## src/rtl/wdt_ctrl_pkg.sv

```systemverilog
// Shared definitions for the watchdog control front-end: register offsets,
// default kick key, STATUS bit positions, kick FSM states and a saturating counter helper.
package wdt_ctrl_pkg;

  localparam logic [1:0] ADDR_CTRL   = 2'd0;
  localparam logic [1:0] ADDR_KICK   = 2'd1;
  localparam logic [1:0] ADDR_TOCNT  = 2'd2;
  localparam logic [1:0] ADDR_STATUS = 2'd3;

  localparam logic [31:0] KICK_KEY_DEF = 32'h5A5A_A5A5;

  localparam int STATUS_TO_BIT   = 0;
  localparam int STATUS_BUSY_BIT = 1;
  localparam int STATUS_CNT_LSB  = 8;
  localparam int STATUS_CNT_MSB  = 15;

  typedef enum logic [1:0] {
    IDLE = 2'd0,
    HOLD = 2'd1,
    GAP  = 2'd2
  } kick_state_t;

  function automatic logic [7:0] sat_inc8(input logic [7:0] v);
    if (v == 8'hFF) begin
      return v;
    end else begin
      return v + 8'd1;
    end
  endfunction

endpackage

```

## src/rtl/wdt_ctrl_sync_edge.sv

```systemverilog
// Two-flop synchroniser for an asynchronous level, followed by a rising-edge
// detector producing a one-cycle pulse in the clk domain.
module wdt_ctrl_sync_edge (
  input  logic clk,
  input  logic rst,
  input  logic async_in,
  output logic pulse
);

  logic meta_r;
  logic sync_r;
  logic prev_r;

  // synchroniser chain plus delayed copy for edge detection
  always_ff @(posedge clk) begin
    if (rst) begin
      meta_r <= 1'b0;
      sync_r <= 1'b0;
      prev_r <= 1'b0;
    end else begin
      meta_r <= async_in;
      sync_r <= meta_r;
      prev_r <= sync_r;
    end
  end

  assign pulse = sync_r & ~prev_r;

endmodule

```

## src/rtl/wdt_ctrl.sv

```systemverilog
// Bus register front-end for the watchdog timer: CTRL/KICK/TOCNT/STATUS, kick
// pulse stretcher and WTO capture. Optional macro WDT_CTRL_AUTODIS_EN: WTO edge clears WDEN.
module wdt_ctrl
  import wdt_ctrl_pkg::*;
#(
  parameter int          LIVE_HOLD = 8,
  parameter int          LIVE_GAP  = 4,
  parameter logic [31:0] KICK_KEY  = KICK_KEY_DEF,
  parameter logic [31:0] TOCNT_RST = 32'h0000_FFFF
) (
  input  logic        clk,
  input  logic        rst,
  input  logic        bus_req,
  input  logic        bus_we,
  input  logic [3:0]  bus_addr,
  input  logic [31:0] bus_wdata,
  output logic [31:0] bus_rdata,
  output logic        bus_ack,
  input  logic        WTO,
  output logic        WDEN,
  output logic        WDLIVE,
  output logic [31:0] WTOCNT,
  output logic        wto_irq
);

  localparam logic [7:0] HOLD_RELOAD = 8'(LIVE_HOLD - 1);
  localparam logic [7:0] GAP_RELOAD  = 8'(LIVE_GAP - 1);

  kick_state_t state_r, state_s;
  logic [7:0]  cnt_r, cnt_s;
  logic        pending_r, pending_s;
  logic        wdlive_r;
  logic        wden_r, wden_s;
  logic [31:0] tocnt_r, tocnt_s;
  logic        to_r, to_s;
  logic [7:0]  to_cnt_r, to_cnt_s;
  logic        ack_r;
  logic [31:0] rdata_r, rdata_s;
  logic [31:0] rd_mux_s;
  logic [1:0]  addr_s;
  logic        wr_s, rd_s, kick_s, w1c_s, ctrl_wr_s, tocnt_wr_s;
  logic        wto_edge_s;
  logic        unused_addr_s;

  assign unused_addr_s = ^bus_addr[1:0];

  wdt_ctrl_sync_edge u_sync_edge (
    .clk      (clk),
    .rst      (rst),
    .async_in (WTO),
    .pulse    (wto_edge_s)
  );

  // bus access decode
  always_comb begin
    addr_s     = bus_addr[3:2];
    wr_s       = bus_req & bus_we;
    rd_s       = bus_req & ~bus_we;
    ctrl_wr_s  = wr_s && (addr_s == ADDR_CTRL);
    tocnt_wr_s = wr_s && (addr_s == ADDR_TOCNT);
    kick_s     = wr_s && (addr_s == ADDR_KICK) && (bus_wdata == KICK_KEY);
    w1c_s      = wr_s && (addr_s == ADDR_STATUS) && bus_wdata[STATUS_TO_BIT];
  end

  // read mux on current register state
  always_comb begin
    rd_mux_s = 32'd0;
    case (addr_s)
      ADDR_CTRL:   rd_mux_s = {31'd0, wden_r};
      ADDR_KICK:   rd_mux_s = 32'd0;
      ADDR_TOCNT:  rd_mux_s = tocnt_r;
      ADDR_STATUS: begin
        rd_mux_s[STATUS_TO_BIT]                  = to_r;
        rd_mux_s[STATUS_BUSY_BIT]                = (state_r != IDLE);
        rd_mux_s[STATUS_CNT_MSB:STATUS_CNT_LSB]  = to_cnt_r;
      end
      default:     rd_mux_s = 32'd0;
    endcase
    if (rd_s) begin
      rdata_s = rd_mux_s;
    end else begin
      rdata_s = 32'd0;
    end
  end

  // register next-state: enable, locked reload count, sticky timeout status
  always_comb begin
    wden_s   = wden_r;
    tocnt_s  = tocnt_r;
    to_s     = to_r;
    to_cnt_s = to_cnt_r;
`ifdef WDT_CTRL_AUTODIS_EN
    if (wto_edge_s) begin
      wden_s = 1'b0;
    end else if (ctrl_wr_s) begin
      wden_s = bus_wdata[0];
    end else begin
      wden_s = wden_r;
    end
`else
    if (ctrl_wr_s) begin
      wden_s = bus_wdata[0];
    end else begin
      wden_s = wden_r;
    end
`endif
    if (tocnt_wr_s && !wden_r) begin
      tocnt_s = bus_wdata;
    end else begin
      tocnt_s = tocnt_r;
    end
    // a fresh timeout outranks a simultaneous software clear
    if (wto_edge_s) begin
      to_s     = 1'b1;
      to_cnt_s = w1c_s ? 8'd1 : sat_inc8(to_cnt_r);
    end else if (w1c_s) begin
      to_s     = 1'b0;
      to_cnt_s = 8'd0;
    end else begin
      to_s     = to_r;
      to_cnt_s = to_cnt_r;
    end
  end

  // kick stretcher FSM: HOLD drives WDLIVE, GAP guarantees a low interval
  always_comb begin
    state_s   = state_r;
    cnt_s     = cnt_r;
    pending_s = pending_r;
    case (state_r)
      IDLE: begin
        if (kick_s) begin
          state_s = HOLD;
          cnt_s   = HOLD_RELOAD;
        end else begin
          state_s = IDLE;
        end
      end
      HOLD: begin
        if (kick_s) begin
          cnt_s = HOLD_RELOAD;
        end else if (cnt_r == 8'd0) begin
          state_s = GAP;
          cnt_s   = GAP_RELOAD;
        end else begin
          cnt_s = cnt_r - 8'd1;
        end
      end
      GAP: begin
        if (cnt_r == 8'd0) begin
          pending_s = 1'b0;
          if (pending_r || kick_s) begin
            state_s = HOLD;
            cnt_s   = HOLD_RELOAD;
          end else begin
            state_s = IDLE;
          end
        end else begin
          cnt_s     = cnt_r - 8'd1;
          pending_s = pending_r | kick_s;
        end
      end
      default: begin
        state_s   = IDLE;
        cnt_s     = 8'd0;
        pending_s = 1'b0;
      end
    endcase
  end

  // state and output registers
  always_ff @(posedge clk) begin
    if (rst) begin
      state_r   <= IDLE;
      cnt_r     <= 8'd0;
      pending_r <= 1'b0;
      wdlive_r  <= 1'b0;
      wden_r    <= 1'b0;
      tocnt_r   <= TOCNT_RST;
      to_r      <= 1'b0;
      to_cnt_r  <= 8'd0;
      ack_r     <= 1'b0;
      rdata_r   <= 32'd0;
    end else begin
      state_r   <= state_s;
      cnt_r     <= cnt_s;
      pending_r <= pending_s;
      wdlive_r  <= (state_s == HOLD);
      wden_r    <= wden_s;
      tocnt_r   <= tocnt_s;
      to_r      <= to_s;
      to_cnt_r  <= to_cnt_s;
      ack_r     <= bus_req;
      rdata_r   <= rdata_s;
    end
  end

  assign bus_ack   = ack_r;
  assign bus_rdata = rdata_r;
  assign WDEN      = wden_r;
  assign WDLIVE    = wdlive_r;
  assign WTOCNT    = tocnt_r;
  assign wto_irq   = to_r;

endmodule

```

## config.mk

```make
export PLATFORM = sky130hd
export DESIGN_NAME = wdt_ctrl
export DESIGN_NICKNAME = d
export VERILOG_FILES = /design/src/rtl/wdt_ctrl_pkg.sv /design/src/rtl/wdt_ctrl_sync_edge.sv /design/src/rtl/wdt_ctrl.sv
export SDC_FILE = /design/constraint.sdc
export NUM_CORES = 1
export LEC_CHECK = 0
export ABC_CLOCK_PERIOD_IN_PS = 3200
export BUFFER_PORTS_ARGS = -buffer_cell sky130_fd_sc_hd__buf_2
export CAP_MARGIN = 20
export CORE_ASPECT_RATIO = 0.9
export CORE_MARGIN = 10
export CORE_UTILIZATION = 45
export CTS_CLUSTER_SIZE = 10
export DETAILED_ROUTE_END_ITERATION = 6
export PLACE_DENSITY = 0.75
export SLEW_MARGIN = 20
export SYNTH_ARGS = -nofsm -noshare
export SYNTH_HDL_FRONTEND = slang
export SYNTH_SLANG_ARGS = --single-unit
export TNS_END_PERCENT = 100
```

## constraint.sdc

```tcl
create_clock -name clk -period 3.2 [get_ports clk]
set_input_delay 0 -clock clk [delete_from_list [all_inputs] [get_ports clk]]
set_output_delay 0 -clock clk [all_outputs]
set_load 0.03 [all_outputs]
```

Word level (Yosys, flattened, before mapping):

Index checks and enable logic that the tools add are counted.

* add/sub/neg operators: 2
* eq/ne operators: 11
* mux-type cells: 22
* bitwise gates (word level): 8
* reductions and logical operators: 20

Operator list (number)
* $mux W8: 9
* $pmux W8 S3: 2
* $eq A32 B31 Y1 const B: 1
* $add A8 B1 Y8 const B: 1
* $eq A8 B8 Y1 const B: 1
* $logic_not A8 Y1: 1
* $pmux W2 S4: 1
* $sub A8 B1 Y8 const B: 1
* $logic_and A1 B1 Y1: 7
* $eq A2 B1 Y1 const B: 3
* $eq A2 B2 Y1 const B: 3
* $mux W2: 3
* $pmux W2 S3: 1
* $reduce_or A2 Y1: 3
* $mux W1: 5
* $logic_not A2 Y1: 2
* $ne A2 B2 Y1 const B: 2
* $not A1 Y1: 4
* $reduce_and A2 Y1: 2
* $reduce_bool A2 Y1: 2
* $and A1 B1 Y1: 3
* $ne A3 B3 Y1 const B: 1
* $reduce_or A3 Y1: 1
* $pmux W1 S2: 1
* other kinds (3): 3

* register bits after elaboration: 90
* input bits: 41
* output and inout bits: 68

Logic depth before layout (Yosys ltp):

Gate-level depths: netlist of run 1.

* depth in word-level cells: 8
* gate-level depth with buffers: 8
* gate-level depth less buffers: 8

Cells and area by module:

A second synthesis of run 1 with hierarchy kept.

* cell total of the unflattened synthesis: 399
* area total of the unflattened synthesis: 3599.7 um2

By module, submodules not included
* wdt_ctrl: instances 1, cells each 392, area each 3512.1 um2, seq. area each 1741.7 um2
* wdt_ctrl_sync_edge: instances 1, cells each 7, area each 87.6 um2, seq. area each 60.1 um2

Least setup slack after synthesis of run 1:

No wires, ideal clock.

* kind: input-to-reg
* start: input port bus_wdata[21]
* end: register cnt_r[2]
* data arrival time: 1.888 ns
* path slack: 1.232 ns
* stages on the path: 6
* path through: or4b_1 or4_4 or3_4 and2_4 a21o_1 a211oi_2

* word-level cells in the longest chain between the ends: 5
* elaborated cells between the ends (all ways): 8
* those cells by class: 3 x eq/ne; 2 x mux; 3 x reduce/logical

Ends and longest elaborated chain
* start, declared: RTL line wdt_ctrl.sv:16 `input logic [31:0] bus_wdata,`
* $eq A32 B31 Y1 (*): RTL line wdt_ctrl.sv:61 `kick_s = wr_s && (addr_s == ADDR_KICK) && (bus_wdata == KICK_KEY);`
* $logic_and A1 B1 Y1 (*): RTL line wdt_ctrl.sv:61
* $logic_or A1 B1 Y1: RTL line wdt_ctrl.sv:152 `if (pending_r || kick_s) begin`
* $ne A3 B3 Y1 (no source line)
* $reduce_and A2 Y1 (no source line)
* end signal, assigned: RTL line wdt_ctrl.sv:186 `cnt_r <= cnt_s;`
* end, declared: RTL line wdt_ctrl.sv:30 `logic [7:0] cnt_r, cnt_s;`

Every way passes the cells marked *; elsewhere a longest branch is shown, timed or not.
A chain may end at the register's enable or synchronous reset.

Worst setup path after layout of run 1:

* start: input port bus_wdata[21]
* end: register cnt_r[3]

Same word-level chain as after synthesis.

==> metrics.md, run 1 <==
| Metric | Value |
|---|---|
| Clock buffer depth | `2` |
| GRT Total Usage | `around 17%` |
| Worst reg2reg path endpoint | `cnt_r[3]` |
| CP max stage delay | `560 ps` |
| Area delta synth->final | `34.0%` |
| Hold-fix buffers, CTS | `34` |
| Congestion Overflow GR | `0` |
| Sequential share of the synthesized area | `~53%` |
| CTS sink count | `90` |
| Cell taking the most area after synthesis | `dfxtp_1` |
| RSZ-0062 raised after global routing | `no` |
| R2R Setup Slk | `870 ps` |
| Critical Path End | `cnt_r[3]` |
| Fin nets | `558` |
| Crit path cell chain | `dlygate4sd3_1 > buf_2 > or4b_1 > or4_4 > or3_4 > and2_1 > o21ai_1 > a21oi_1` |
| Slew @ Worst Pin | `just over 800 ps` |
| Buffers on Ports | `approximately 110` |
| IO Count | `109` |
| EDFF count, synth | `0` |
| First-pass GRT wire length | `16100 um` |
| Relative slew margins | `44.8%` |
| TritonCTS clock tree | `built` |
| Area contributors post-synth | `dfxtp_1 (53%), nand2_1 (8.6%), a21oi_1 (4.6%)` |
| Final hold vios | `0` |
| Synthesized cell area | `3380 sq um` |
| DRC | `0` |
| FF+latch count, synth | `90` |
| Setup ws final | `between 600 and 700 ps` |
| Count leader, synth | `dfxtp_1` |
| Hold Slack | `45.9 ps` |
| Share of the synthesized area in the top cell type | `53.3%` |
| VDD IR max | `~0.00028 V` |
| Critical Path Source Type | `input port` |
| Final setup fails | `0` |
| DR vias | `3198` |
| Overall power | `approximately 2.1 mW` |
| Die Span Y | `102 um` |
| Vias in the first global route | `3217` |
| Gp weighted congestion | `0.858` |
| Mapped Nets | `roughly 420` |
| Yosys warns | `0` |
| Root buf cell | `clkbuf_8` |
| Post-Synthesis Cells | `378` |
| Fin. max-slew vios | `0` |
| Min-delay worst type | `input port to flip-flop` |
| CTS Buf Count | `9` |
| Crit path required time | `about 3400 ps` |
| Commonest cells in the synthesized netlist | `dfxtp_1 (90), nand2_1 (77), a21oi_1 (31)` |
| Final instance area | `4530 sq um` |
| Layout cells sized above 1 | `25.6%` |
| CP max stage cell | `dlygate4sd3_1` |
| Fill cells | `628` |
| Ys async rst share | `0%` |
| Status | `finished, final reports clean` |
| Core footprint | `7180 sq um` |
| Setup CP Type | `input port to flip-flop` |
| Min Tclk post-route | `between 2000 and 3000 ps` |
| Clk_skew | `14.6 ps` |
| Met2 WL | `4730 um` |
| Crit path max fanout | `5` |
| Largest net degree at the start of global routing | `49` |
| Crit path DAT | `~2800 ps` |
| Post-Route Utilization | `a little over three fifths` |
| Placed cell areas | `3990 sq um` |
| Crit path from | `bus_wdata[21]` |
| Mean Syn Cell Area | `8.94 sq um` |
| Non-Filler Instances | `613` |
| Pre-CTS setup slack | `899 ps` |
| Top routing layer used | `met4` |
| DP Wirelength | `between 6000 and 7000 um` |
| Critical Path End Type | `flip-flop` |
| Count of different cell masters after synthesis | `43` |
| Final worst-path cycle share | `80.0%` |
| Critical path buffers and inverters | `2` |
| Stages on the worst setup path | `8` |
| Max_cap viols | `0` |
| Routed length on met3 | `794 um` |
| H-Tree Level Count | `3` |
| Power per cell area | `about 460 nW/um^2` |
| Antenna violations before repair | `0` |
| Met1 Wirelength | `4330 um` |
| Starting Density | `a little under half` |
| DRT Wirelength | `9960 um` |
| Die Wd | `approximately 110 um` |
| Die area | `11400 sq um` |
| Max Fclk | `0.391 GHz` |
| Post-route ant nets | `0` |
| Post-CTS setup buffers | `0` |
| Most used DFF post-synth | `dfxtp_1` |
| R2R depth | `8` |
| DR iter-0 viols | `222` |
| Vias per cell | `about 5.2` |
| DRT Pass-1 Iters | `5` |
| Worst-path clk slew | `90 ps` |
| Hold path depth | `3` |
| Worst path top cell family by delay | `simple AND/OR/NAND/NOR gates` |
| FF-to-FF Start | `cnt_r[0]` |
| # rows | `29` |
| WL per Instance | `16.2 um` |
| N_diodes | `0` |
| Clock Latency Late Sink | `about 360 ps` |
| Leak | `2.00 nW` |
| Inst Count DP | `~560` |
| Post-route setup TNS | `0 ps` |
| Post-CTS sizing | `0` |
registers in the layout, summed over array words and instances (netlist names):
name	count
cnt_r	8
wto_irq	1
pending_r	1
state_r	2
bus_rdata	32
WDEN	1
u_sync_edge.sync_r	1
to_cnt_r	8
WDLIVE	1
bus_ack	1
u_sync_edge.prev_r	1
WTOCNT	32
u_sync_edge.meta_r	1
area by class of cell:
type / count / area, sq um / area share (%)
sequential: 90 / 1800 / 39.8
multi-input combinational: 263 / 1490 / 32.9
timing repair buffer: 143 / 893 / 19.7
clock buffer: 11 / 131 / 2.90
tap: 93 / 116 / 2.57
clock inverter: 5 / 62.6 / 1.38
inverter: 8 / 30.0 / 0.663
where the power goes:
part	leakage [nW]	total, mW	switching (mW)	internal (mW)
logic	1.18	0.185	0.105	0.0809
registers	0.729	1.15	0.0136	1.14
clock network	0.0906	0.763	0.395	0.367
total	2.00	2.10	0.513	1.59
cell usage in the layout (no fill, tap or decap), drive strengths merged, types with 5 or more instances in the layout:
master / netlist / layout
nor3: 5 / 5
nand2: 77 / 77
clkbuf: 16 / 11
nand2b: 6 / 6
dfxtp: 90 / 90
buf: 1 / 109
nor2: 23 / 23
nand3b: 20 / 20
and2: 24 / 24
o21ai: 10 / 10
a22o: 8 / 8
dlygate4sd3: 0 / 34
a21oi: 31 / 31
nand3: 7 / 7
inv: 8 / 10
xor2: 5 / 5
layer usage:
metal	global-route usage [%]	vias up
li1	-	1562
met1	20.8	1509
met2	27.8	117
met3	6.33	10
met4	5.03	0
met5	0	-
cells by family (layout without fill, tap and decap cells):
kind of cell / count (synthesis) / count (layout) / synth area share [%]
AND/OR/NAND/NOR: 188 / 188 / 29.1
buffers and inverters: 25 / 167 / 2.78
XOR/XNOR: 5 / 5 / 1.30
AO/OA/AOI/OAI: 65 / 65 / 11.8
multiplexers: 3 / 3 / 0.926
adder cells (fa/ha/maj): 2 / 2 / 0.740
flip-flops: 90 / 90 / 53.3
worst min-delay path: stages:
cell,delay [ps]
buf_2,90
nand2b_1,160
nor2_1,100
worst min path at each step:
stage / from / to / slack, ps
after floorplan: rst / bus_ack / 80
after global placement: WTO / u_sync_edge.meta_r / 220
after detailed placement: WTO / u_sync_edge.meta_r / 220
after CTS: bus_we / bus_rdata[0] / 30
after global routing: bus_we / bus_rdata[0] / 70
final: bus_we / bus_rdata[0] / 50
Note: power is estimated with default switching activity, not from simulation.
==> run 2: changes to the inputs <==
Settings changed: ABC_CLOCK_PERIOD_IN_PS 3200 to 2250, PLACE_DENSITY 0.75 to 0.78.
Clock period 3.2 ns to 2.25 ns, I/O delays scaled along.
==> run 2 against run 1 <==
Total power up 46%. Sequential share of layout area down 0.51 points. First-iteration DRC count down 15%. Register-to-register slack worse by 650 ps. Design area up 1.3%. Combinational power up 43%. Critical endpoint is now cnt_r[7].
==> metrics.md, run 2 (synthesis results as in run 1) <==
| Metric | Value |
|---|---|
| Area delta synth->final | `35.7%` |
| Worst hold start | `bus_we` |
| Sequential power share | `53.3% (-1.6 points)` |
| Post-CTS setup buffers | `0 (unchanged)` |
| Crit path required time | `2490 ps (-930 ps)` |
| Max_cap viols | `0 (unchanged)` |
| Net Switching | `776 uW (+51%)` |
| FF-to-FF Start | `cnt_r[0]` |
| Min-delay worst type | `input port to flip-flop` |
| DRT Wirelength | `10100 um (+1.5%)` |
| Critical Path End Type | `flip-flop` |
| Die Wd | `111 um (unchanged)` |
| Vias in the first global route | `3178 (-1.2%)` |
| Combinational share of power | `8.6% (-0.2 points)` |
| DRT Pass-1 Iters | `5 (unchanged)` |
| Final setup fails | `0 (unchanged)` |
| Fill cells | `580 (-7.6%)` |
| Most frequent cells in the layout | `buf_2 (106), dfxtp_1 (90), nand2_1 (77), dlygate4sd3_1 (35), a21oi_1 (31)` |
| IO Count | `109 (unchanged)` |
| Leak | `2.04 nW (+2.2%)` |
| DP Wirelength | `6970 um (-0.23%)` |
| Die area | `11400 sq um (unchanged)` |
| Worst-path clk slew | `90 ps (about the same)` |
| Fin nets | `563 (+0.90%)` |
| Slew @ Worst Pin | `687 ps (-141 ps)` |
| Starting Density | `47.0% (unchanged)` |
| Worst reg2reg path endpoint | `cnt_r[0]` |
| Vias per cell | `5.20 (-0.41%)` |
| WL per Instance | `16.4 um (+0.69%)` |
| Power per cell area | `670 nW/um^2 (+44%)` |
| TritonCTS clock tree | `built` |
| Root buf cell | `clkbuf_8` |
| Die Span Y | `102 um (unchanged)` |
| Clk pwr share | `38.0% (+1.7 points)` |
| DRC | `0 (unchanged)` |
| VDD IR max | `0.000440 V (+60%)` |
| Crit path DAT | `2430 ps (-350 ps)` |
| Core footprint | `7180 sq um (unchanged)` |
| Post-route setup TNS | `0 ps (unchanged)` |
| Final worst-path cycle share | `around 100%` |
| Clock buffer depth | `2 (unchanged)` |
| Internal | `2.30 mW (+45%)` |
| Final hold vios | `0 (unchanged)` |
| R2R depth | `8 (unchanged)` |
| Critical Path Source Type | `input port` |
| Clk_skew | `5.55 ps (-9.09 ps)` |
| Post-route ant nets | `0 (unchanged)` |
| Worst hold endpoint | `bus_rdata[0]` |
| Max Fclk | `0.457 GHz` |
| Min Tclk post-route | `about 2200 ps` |
| H-Tree Level Count | `3 (unchanged)` |
| Buffers on Ports | `106 (unchanged)` |
| GRT Total Usage | `17.0% (-0.066 points)` |
| Relative slew margins | `54.0% (+9.2 points)` |
| RSZ-0062 raised after global routing | `no` |
| DR iter-0 viols | `188 (-15%)` |
| Switching share of power | `25.2% (+0.81 points)` |
| First-pass GRT wire length | `15800 um (-1.5%)` |
| Fin. max-slew vios | `0 (unchanged)` |
| Gp weighted congestion | `0.830 (-3.2%)` |
| Hold Slack | `34.9 ps (-11.0 ps)` |
| Crit path max fanout | `5 (unchanged)` |
| Hold path depth | `3 (unchanged)` |
| Status | `finished, final reports clean` |
| N_diodes | `0 (unchanged)` |
| Congestion Overflow GR | `0 (unchanged)` |
| CTS Buf Count | `9 (unchanged)` |
| Antenna violations before repair | `0 (unchanged)` |
| Setup CP Type | `input port to flip-flop` |
| Largest net degree at the start of global routing | `48 (-2.0%)` |
| Clock Latency Late Sink | `370 ps (about the same)` |
| Most common cell after layout, fill and taps aside | `buf_2` |
| Layout cells sized above 1 | `26.7% (+1.1 points)` |
| # rows | `29 (unchanged)` |
| R2R Setup Slk | `220 ps (-650 ps)` |
| DR vias | `3211 (+0.41%)` |
| CTS sink count | `90 (unchanged)` |
[run 2: cell types whose count changed in the layout (fill, tap and decap cells not counted), sizes merged]
cell,delta
buf,+4
clkinv,+2
clkinvlp,-2
clkbuf,-1
dlygate4sd3,+1
inv,+1
[run 2: worst max path at each step]
stage | startpoint | endpoint | slack [ps]
final | bus_wdata[26] | cnt_r[7] | 60
after global routing | bus_wdata[26] | cnt_r[7] | 30
after global placement | bus_wdata[21] | cnt_r[7] | 10
after floorplan | bus_wdata[21] | cnt_r[2] | 280
after detailed placement | bus_wdata[21] | cnt_r[7] | -70
after CTS | bus_wdata[26] | cnt_r[7] | 100
[run 2: power groups by stage]
stage          registers (mW)  clock network, mW  logic, mW
4_1_cts                  1.64               1.19      0.264
5_1_grt                  1.64               1.25      0.287
3_3_place_gp             1.67                  0      0.211
3_5_place_dp             1.68                  0      0.214
6_report                 1.64               1.17      0.265
2_1_floorplan            1.72                  0     0.0752
[run 2: metrics by stage]
step	cells	power (mW)	util [%]	setup slack, ps	cell area [sq um]
final	618	3.07	63.8	60.0	4590
after global routing	618	3.18	63.8	31.7	4590
after CTS	618	3.09	63.8	102	4580
after detailed placement	567	1.89	56.0	-68.0	4020
after global placement	567	1.89	56.0	11.7	4020
after floorplan	378	1.80	-	282	3380
[run 2: final cells by class]
type                            instances  area, sq um  area share, %
Sequential cell                        90         1800           39.3
Multi-Input combinational cell        263         1490           32.6
Timing Repair Buffer                  148          933           20.4
Clock buffer                           10          138           3.00
Tap cell                               93          116           2.54
Clock inverter                          6         72.6           1.58
Inverter                                8         30.0          0.655
[run 2: worst max-delay path, stage by stage]
cell	delay, ps
dlygate4sd3_1	530
buf_2	130
nand4b_1	170
or4_4	560
or3_4	420
and2_1	170
o21ai_1	360
a21oi_1	90
[run 2: what timing repair did]
action | 4_1_cts | 5_1_grt
resized for setup | 0 | 3
endpoints found under the setup margin | 0 | 4
endpoints found under the hold margin | 35 | 0
hold buffers | 35 | 0
[run 2: metal layers]
metal | share of wire [%] | global-route usage, %
met5 | 0 | 0
met4 | 1.5 | 5.63
met3 | 8.6 | 6.44
met2 | 49 | 29.1
met1 | 41 | 19.3
==> run 3: changes to the inputs <==
Settings changed: CTS_CLUSTER_DIAMETER from default to 150, CTS_CLUSTER_SIZE 10 to 25, REMOVE_ABC_BUFFERS from default to 1.
==> run 3 against run 2 <==
Critical path depth unchanged. Design area down 0.25%. Cell count up 0.16%. Via count down 0.62%. Non-clock buffer count up 2. Total power down 5.5%. Global-route usage up 0.71 points. Core utilization down 0.16 points. Register-to-register slack about the same. Routed wire length up 1.1%. Clock-buffer cell count down 1. First-iteration DRC count up 63%.
==> metrics.md, run 3 (synthesis results as in run 1) <==
| Metric | Value |
|---|---|
| DR iter-0 viols | `306 (+63%)` |
| CP max stage delay | `570 ps (about the same)` |
| Largest net degree at the start of global routing | `48 (unchanged)` |
| CTS sink count | `90 (unchanged)` |
| Die Wd | `111 um (unchanged)` |
| Clk_skew | `16.0 ps (+10.4 ps)` |
| Min Tclk post-route | `2130 ps (-59.6 ps)` |
| VDD IR max | `0.000336 V (-24%)` |
| Clock buffer depth | `2 (unchanged)` |
| Layout cells sized above 1 | `26.6% (-0.051 points)` |
| Core footprint | `7180 sq um (unchanged)` |
| RSZ-0062 raised after global routing | `no` |
| Antenna violations before repair | `0 (unchanged)` |
| Congestion Overflow GR | `0 (unchanged)` |
| Critical Path End Type | `flip-flop` |
| Crit path from | `bus_wdata[26]` |
| Fin nets | `565 (+0.36%)` |
| Fin. max-slew vios | `0 (unchanged)` |
| DRT Wirelength | `10200 um (+1.1%)` |
| Crit path max fanout | `5 (unchanged)` |
| Post-CTS setup buffers | `0 (unchanged)` |
| Final hold vios | `0 (unchanged)` |
| Fill cells | `575 (-0.86%)` |
| DRC | `0 (unchanged)` |
| Setup CP Type | `input port to flip-flop` |
| DR vias | `3191 (-0.62%)` |
| Root buf cell | `clkbuf_8` |
| Clock Latency Late Sink | `360 ps (about the same)` |
| Max Fclk | `0.469 GHz (+2.8%)` |
| Setup ws final | `120 ps (+59.6 ps)` |
| Most frequent cells in the layout | `buf_2 (106), dfxtp_1 (90), nand2_1 (77), dlygate4sd3_1 (37), a21oi_1 (31)` |
| Post-route ant nets | `0 (unchanged)` |
| CP max stage cell | `or4_4` |
| Leak | `2.03 nW (-0.89%)` |
| Final worst-path cycle share | `94.7% (-2.6 points)` |
| WL per Instance | `16.5 um (+0.93%)` |
| Vias per cell | `5.16 (-0.78%)` |
| Buffers on Ports | `106 (unchanged)` |
| Min-delay worst type | `input port to flip-flop` |
| Max_cap viols | `0 (unchanged)` |
| N_diodes | `0 (unchanged)` |
| DRT Pass-1 Iters | `4 (-1)` |
| Status | `finished, final reports clean` |
| Slew @ Worst Pin | `777 ps (+89.3 ps)` |
| Non-Filler Instances | `619 (+0.16%)` |
| Critical Path Source Type | `input port` |
| Final setup fails | `0 (unchanged)` |
| FF-to-FF Start | `cnt_r[0]` |
| GRT Total Usage | `17.7% (+0.71 points)` |
| Area delta synth->final | `35.4%` |
| Crit path cell chain | `dlygate4sd3_1 > buf_2 > nand4b_1 > or4_4 > or3_4 > and2_1 > o21ai_1 > a21oi_1` |
| Relative slew margins | `48.0% (-6.0 points)` |
| H-Tree Level Count | `3 (unchanged)` |
| IO Count | `109 (unchanged)` |
| Pre-CTS setup slack | `-27.9 ps (+40.1 ps)` |
| Starting Density | `47.0% (unchanged)` |
| TritonCTS clock tree | `built` |
| First-pass GRT wire length | `16500 um (+4.1%)` |
| Power per cell area | `635 nW/um^2 (-5.3%)` |
| Most common cell after layout, fill and taps aside | `buf_2` |
| Crit path required time | `2490 ps (about the same)` |
| Die Span Y | `102 um (unchanged)` |
| CTS Buf Count | `9 (unchanged)` |
| DP Wirelength | `7180 um (+3.0%)` |
| Crit path DAT | `2370 ps (-60 ps)` |
| Vias in the first global route | `3160 (-0.57%)` |
| # rows | `29 (unchanged)` |
| Worst-path clk slew | `90 ps (about the same)` |
| Worst hold start | `bus_addr[2]` |
| Die area | `11400 sq um (unchanged)` |
| Gp weighted congestion | `0.930 (+12%)` |
| Inst Count DP | `567 (unchanged)` |
## run 3: cell types whose count changed in the layout (fill, tap and decap cells not counted)
cell,before,now
o21ai_1,3,2
o21ai_2,0,1
clkinv_2,1,0
bufinv_16,1,0
inv_6,2,1
clkinvlp_4,0,3
dlygate4sd3_1,35,37
clkbuf_8,10,9
## run 3: worst paths after layout
kind	cells after the start	slack [ps]	to
worst max-delay path	8	120	cnt_r[5]
worst min-delay path	4	60	WDEN
worst max register to register	8	210	cnt_r[3]
worst min register to register	1	450	u_sync_edge.sync_r
## run 3: per-layer routing
metal / share of wire, % / global-route usage, %
met4: 1.3 / 6.71
met1: 44 / 20.9
met2: 49 / 30.5
met5: 0 / 0
met3: 6.3 / 4.75
## run 3: timing repair
item	in CTS	in global routing
hold buffers	37	0
endpoints found under the setup margin	0	6
hold endpoints to repair	36	0
gates resized for setup	0	4
## run 3: layout make-up
class,count,area (sq um),area share (%)
clock buffer,9,124,2.71
clock inverter,6,51.3,1.12
inverter,8,30.0,0.656
multi-input combinational,263,1500,32.7
sequential,90,1800,39.4
tap,93,116,2.54
timing repair buffer,150,953,20.8
## run 3: power breakdown
part	leakage (nW)	total (mW)	switching (mW)	internal [mW]
Combinational	1.22	0.267	0.148	0.119
Clock	0.0798	0.997	0.589	0.408
Sequential	0.729	1.64	0.0193	1.62
## run 3: critical path, delay by kind of cell
family                 cells  cell delay, ps
AO/OA/AOI/OAI              2             350
buffers and inverters      2             670
AND/OR/NAND/NOR            4            1340
## run 3: stage by stage
step / utilization (%) / instance area, sq um / hold slack (ps) / total power, mW / setup TNS [ps]
after floorplan: - / 3320 / 69.1 / 1.78 / -5770
after global placement: 56.0 / 4020 / 212 / 1.89 / 0
after detailed placement: 56.0 / 4020 / 220 / 1.89 / -95.0
after CTS: 63.6 / 4570 / 52.2 / 2.92 / 0
after global routing: 63.7 / 4570 / 86.6 / 3.01 / 0
final: 63.7 / 4570 / 63.4 / 2.90 / 0
